===== src/rtl/delay_meter.sv =====
// Round-trip latency meter: launches a probe pulse and counts edges until the echo returns.
// Optional min/max result tracking is enabled by defining DELAY_METER_MINMAX_EN.
module delay_meter #(
  parameter int CNT_WIDTH   = 16,
  parameter int TIMEOUT     = 1000,
  parameter int PULSE_WIDTH = 1
) (
  input  logic                 clk,
  input  logic                 rst,
  input  logic                 start,
  input  logic                 echo_in,
  output logic                 probe_out,
  output logic                 busy,
  output logic                 done,
  output logic                 timeout,
  output logic [CNT_WIDTH-1:0] delay_count
`ifdef DELAY_METER_MINMAX_EN
  ,
  output logic [CNT_WIDTH-1:0] min_count,
  output logic [CNT_WIDTH-1:0] max_count
`endif
);

  localparam int PW_W = (PULSE_WIDTH < 2) ? 1 : $clog2(PULSE_WIDTH + 1);
  localparam logic [CNT_WIDTH-1:0] TO_C   = CNT_WIDTH'(TIMEOUT);
  localparam logic [PW_W-1:0]      PW_MAX = PW_W'(PULSE_WIDTH);

  if (TIMEOUT < 1 || longint'(TIMEOUT) > ((longint'(1) << CNT_WIDTH) - 1)) begin : g_bad_timeout
    $error("delay_meter: TIMEOUT must lie in 1 .. 2**CNT_WIDTH-1");
  end
  if (PULSE_WIDTH < 1) begin : g_bad_pulse
    $error("delay_meter: PULSE_WIDTH must be at least 1");
  end

  typedef enum logic {
    IDLE,
    MEASURE
  } state_t;

  state_t               state_q;
  logic [CNT_WIDTH-1:0] cnt_q;
  logic [CNT_WIDTH-1:0] cnt_d;
  logic [PW_W-1:0]      pw_q;
  logic                 probe_q;
  logic                 busy_q;
  logic                 done_q;
  logic                 to_q;
  logic [CNT_WIDTH-1:0] count_q;
`ifdef DELAY_METER_MINMAX_EN
  logic [CNT_WIDTH-1:0] min_q;
  logic [CNT_WIDTH-1:0] max_q;
`endif

  // cnt_d is the edge index being sampled now; it never exceeds TIMEOUT, so no wrap.
  always_comb begin
    cnt_d = cnt_q + 1'b1;
  end

  always_ff @(posedge clk) begin
    if (rst) begin
      state_q <= IDLE;
      cnt_q   <= '0;
      pw_q    <= '0;
      probe_q <= 1'b0;
      busy_q  <= 1'b0;
      done_q  <= 1'b0;
      to_q    <= 1'b0;
      count_q <= '0;
`ifdef DELAY_METER_MINMAX_EN
      min_q   <= '1;
      max_q   <= '0;
`endif
    end else begin
      done_q <= 1'b0;
      to_q   <= 1'b0;
      case (state_q)
        IDLE: begin
          if (start && !echo_in) begin
            state_q <= MEASURE;
            probe_q <= 1'b1;
            busy_q  <= 1'b1;
            cnt_q   <= '0;
            pw_q    <= PW_W'(1);
          end
        end
        MEASURE: begin
          cnt_q <= cnt_d;
          // Pulse width runs independently of the echo; termination below overrides it.
          if (pw_q >= PW_MAX) begin
            probe_q <= 1'b0;
          end else begin
            pw_q <= pw_q + 1'b1;
          end
          if (echo_in || cnt_d == TO_C) begin
            state_q <= IDLE;
            busy_q  <= 1'b0;
            probe_q <= 1'b0;
            done_q  <= 1'b1;
            to_q    <= !echo_in;
            count_q <= cnt_d;
`ifdef DELAY_METER_MINMAX_EN
            // Reset values make the first success land in both registers.
            if (echo_in) begin
              if (cnt_d < min_q) min_q <= cnt_d;
              if (cnt_d > max_q) max_q <= cnt_d;
            end
`endif
          end
        end
        default: state_q <= IDLE;
      endcase
    end
  end

  assign probe_out   = probe_q;
  assign busy        = busy_q;
  assign done        = done_q;
  assign timeout     = to_q;
  assign delay_count = count_q;
`ifdef DELAY_METER_MINMAX_EN
  assign min_count   = min_q;
  assign max_count   = max_q;
`endif

endmodule


===== config.mk =====
export PLATFORM = sky130hd
export DESIGN_NAME = delay_meter
export DESIGN_NICKNAME = d
export VERILOG_FILES = /design/src/rtl/delay_meter.sv
export SDC_FILE = /design/constraint.sdc
export NUM_CORES = 1
export LEC_CHECK = 0
export BUFFER_PORTS_ARGS = -buffer_cell sky130_fd_sc_hd__buf_2
export CORE_ASPECT_RATIO = 1.2
export CORE_UTILIZATION = 52
export CTS_CLUSTER_DIAMETER = 120
export CTS_CLUSTER_SIZE = 16
export DETAILED_ROUTE_END_ITERATION = 6
export HOLD_SLACK_MARGIN = 0.03
export PLACE_DENSITY = 0.72
export SLEW_MARGIN = 20
export SYNTH_ARGS = -nofsm -noshare
export SYNTH_HDL_FRONTEND = slang
export SYNTH_SLANG_ARGS = --single-unit

===== constraint.sdc =====
create_clock -name clk -period 2.3 [get_ports clk]
set_input_delay 0.345 -clock clk [delete_from_list [all_inputs] [get_ports clk]]
set_output_delay 0.345 -clock clk [all_outputs]
set_load 0.03 [all_outputs]

==> results.tsv <==
stage	metric	value	unit
synthesis	sequential area share after synthesis	36.6	%
worst_setup_path	Setup CP Type	reg2reg	
worst_setup_path	Crit Path Max Fanout	6	
sta	Final setup violation count	0	
global_route	first-pass GRT wire length	8020	µm
pwr	VDD IR max	0.259	mV
worst_setup_path	Crit-path slowest cell	or3_4	
worst_setup_path	Worst EP required	2510	ps
sta	Final min period	2160	ps
synthesis	complex-gate fraction of the synthesized area	21.0	%
pwr	Pleak	0.926	nW
clock_network	CTS tree	built	
placed_design	Final GP Congestion	0.849	
floorplanning	core area	3720	µm²
min_path	hold depth	2	
synthesis	EDFF count, synth	0	
worst_setup_path	CP Launch Type	flop	
detailed_routing	post-route ant nets	0	
detailed_routing	residual DRC count	0	
clock_network	Clock transition at path regs	80	ps
worst_setup_path	CP cell instances	ha_2 -> nand4_4 -> or3_4 -> a211oi_4 -> and4_2 -> nor3_1 -> a211oi_1	
sta	Setup TNS	0	ps
worst_setup_path	FF-to-FF path depth	7	
synthesis	Mapped Cells	243	
sta	Final Skew	3.56	ps
clock_network	Root Driver	clkbuf_8	
finish	Syn-to-layout area delta	14.8	%
finish	Antenna diodes	0	
global_route	vias in the first global route	1649	
status	run status	finished, final reports clean	
clock_network	worst skew pair latency	290	ps
synthesis	post-synthesis mux area share	0.963	%
synthesis	Syn Area/Cell	8.55	µm²
synthesis	fraction of registers with async set/reset	0	%
synthesis	syn nets	249	
global_route	Total GRT Usage	24.5	%
finish	Fillers	335	
finish	Multi-input gate area	1210	µm²
min_path	hold crit path type	in2reg	
worst_setup_path	endpoint type of the worst setup path	flop	
worst_setup_path	setup slack, reg-to-reg	140	ps
sta	crit share post-route	94.1	%
sta	final slew viol count	0	
finish	register area	763	µm²
sta	RSZ-0062 raised after global routing	yes	
floorplanning	IO Count	24	
job	max_cap viols	0	
sta	Slew headroom	70.0	%
global_route	GRT overflow	0	
detailed_routing	WL/cell	15.2	µm
placed_design	DPL Wire Length	3420	µm
detailed_routing	Post-Route WL	4940	µm
pwr	Sw Ratio	27.0	%
detailed_routing	Iter 0 DRT Violations	194	
clock_network	H-tree level count	2	
synthesis	largest family of logic cells by synthesized area	simple AND/OR/NAND/NOR gates	
clock_network	CTS max path bufs	2	
synthesis	Syn Std Cell Area	2080	µm²
floorplanning	Die W	59.7	µm
worst_setup_path	max incr delay on CP	400	ps
pwr	Int Pwr	0.976	mW
worst_setup_path	crit path DAT	2370	ps
pwr	Power Density	560	nW/µm²
pwr	net switching power	0.361	mW
synthesis	simple logic cell fraction of the synthesized area	28.4	%
placed_design	Port Buf Inserts	23	
floorplanning	DIE AREA	4250	µm²
synthesis	Netlist cell types	50	
clock_network	clock buffer count from CTS	5	
floorplanning	Starting Density	55.8	%
sta	Hold Fails Final Rpt	0	
synthesis	Post-Synth XOR/XNOR Area	5.48	%
pwr	Combinational Power Share	12.2	%
pwr	Clk pwr share	36.1	%
detailed_routing	Vias/cell	5.76	
pwr	register share of total power	51.8	%
finish	layout cells sized above 1	26.1	%
sta	fmax	462	MHz
floorplanning	Die Y	71.3	µm
sta	Worst-Margin Slew	443	ps
clock_network	Hold-fix buffers, CTS	0	
synthesis	Post-Synth Adder-Cell Area	1.20	%
synthesis	#FFs+latches synth	38	
detailed_routing	TritonRoute pass-1 iters	4	
finish	Final Util	64.1	%
synthesis	synth warn	0	
floorplanning	Core Rows	24	
clock_network	clock sinks	38	
synthesis	Post-synth top flop	dfxtp_1	
detailed_routing	via count	1866	
finish	Layout Nets	277	
global_route	initial antenna violation count	0	
global_route	largest net degree at the start of global routing	20	
-- cells by family (layout without fill, tap and decap cells) --
kind of cell             after synthesis  in the layout
AND/OR/NAND/NOR                      106            107
AO/OA/AOI/OAI                         58             58
adder cells (fa/ha/maj)                2              2
flip-flops                            38             38
multiplexers                           2              2
XOR/XNOR                              13             13
buffers and inverters                 24             52
-- synthesized netlist by cell type, drive strengths merged, types with 2 or more instances --
| cell type | count | area share (%) |
|---|---|---|
| mux2i | 2 | 0.96 |
| nand3 | 7 | 1.9 |
| nand2 | 16 | 3.0 |
| o21bai | 3 | 1.1 |
| nand3b | 2 | 0.72 |
| inv | 5 | 0.90 |
| or3 | 4 | 1.4 |
| dfxtp | 38 | 37 |
| and2 | 3 | 0.90 |
| buf | 10 | 3.9 |
| a21oi | 20 | 4.8 |
| and3 | 3 | 0.90 |
| xnor2 | 8 | 3.4 |
| nor3 | 24 | 6.3 |
| clkbuf | 8 | 1.4 |
| nor4b | 3 | 1.3 |
| o21ai | 9 | 2.2 |
| nand4 | 9 | 3.7 |
| xor2 | 5 | 2.1 |
| nor2 | 27 | 5.0 |
| ha | 2 | 1.2 |
| a21o | 5 | 1.8 |
| or4 | 3 | 1.1 |
| a211oi | 12 | 6.6 |
| a22oi | 3 | 1.1 |
-- flip-flops by register name (all words and copies together) (netlist names) --
signal	count
busy	1
cnt_q	16
delay_count	16
done	1
probe_out	1
pw_q	1
state_q	1
timeout	1
-- cell type report --
class | instances | share of cell area (%)
clock buffers | 6 | 3.46
clock inverters | 2 | 0.524
inverters | 6 | 0.944
multi-input cells | 182 | 50.8
flip-flops and latches | 38 | 32.0
well taps | 52 | 2.73
repair buffers | 38 | 9.54
-- final timing paths --
| kind | startpoint | to |
|---|---|---|
| setup / recovery | cnt_q[1] | delay_count[4] |
| hold / removal | echo_in | timeout |
| setup reg to reg | cnt_q[1] | delay_count[4] |
| hold reg to reg | pw_q | pw_q |
-- power by group through the flow --
stage / combinational, mW / sequential (mW) / clock (mW)
final: 0.163 / 0.692 / 0.482
after global routing: 0.177 / 0.695 / 0.519
after CTS: 0.161 / 0.691 / 0.490
after detailed placement: 0.160 / 0.707 / 0
after global placement: 0.159 / 0.706 / 0
after floorplan: 0.0822 / 0.738 / 0
-- what timing repair did --
action	4_1_cts	5_1_grt
setup buffers	0	0
setup endpoints to repair	4	20
pin swaps	0	2
resized for setup	1	5
gates cloned	0	1
-- worst max-delay path, delay by kind of cell (launching register included) --
kind	cells	cell delay [ps]
compound gates	2	510
fa+ha+maj	1	240
simple gates	4	950
flops	1	370
-- through the flow --
stage          cell area [µm²]  setup slack, ps  hold WS [ps]  cells  total power [mW]
6_report                  2390              135           265    324              1.34
4_1_cts                   2360             20.0           255    323              1.34
3_3_place_gp              2260              139           432    315             0.865
2_1_floorplan             2080             82.5           422    243             0.820
3_5_place_dp              2260             25.2           441    315             0.866
5_1_grt                   2390             3.92           272    324              1.39
-- placed cells by master, fill, tap and decap left out, types with 7 or more instances in the layout --
cell type,Yosys,final
nand4_1,7,7
a21oi_1,20,20
a211oi_2,7,7
dfxtp_1,38,36
xnor2_1,8,8
nor2_1,26,26
nand2_1,15,15
nor3_1,22,22
buf_2,2,23
buf_4,3,15
o21ai_0,8,8
-- metal layers --
| layer | wire length (µm) | share of wire (%) | track usage (%) | up-vias |
|---|---|---|---|---|
| met5 | 0 | 0 | 0 | - |
| met3 | 150 | 3.0 | 4.33 | 5 |
| li1 | - | - | - | 933 |
| met4 | 43 | 0.87 | 5.43 | 0 |
| met1 | 2470 | 50 | 35.4 | 895 |
| met2 | 2280 | 46 | 37.8 | 33 |
Note: power is estimated with default switching activity, not from simulation.
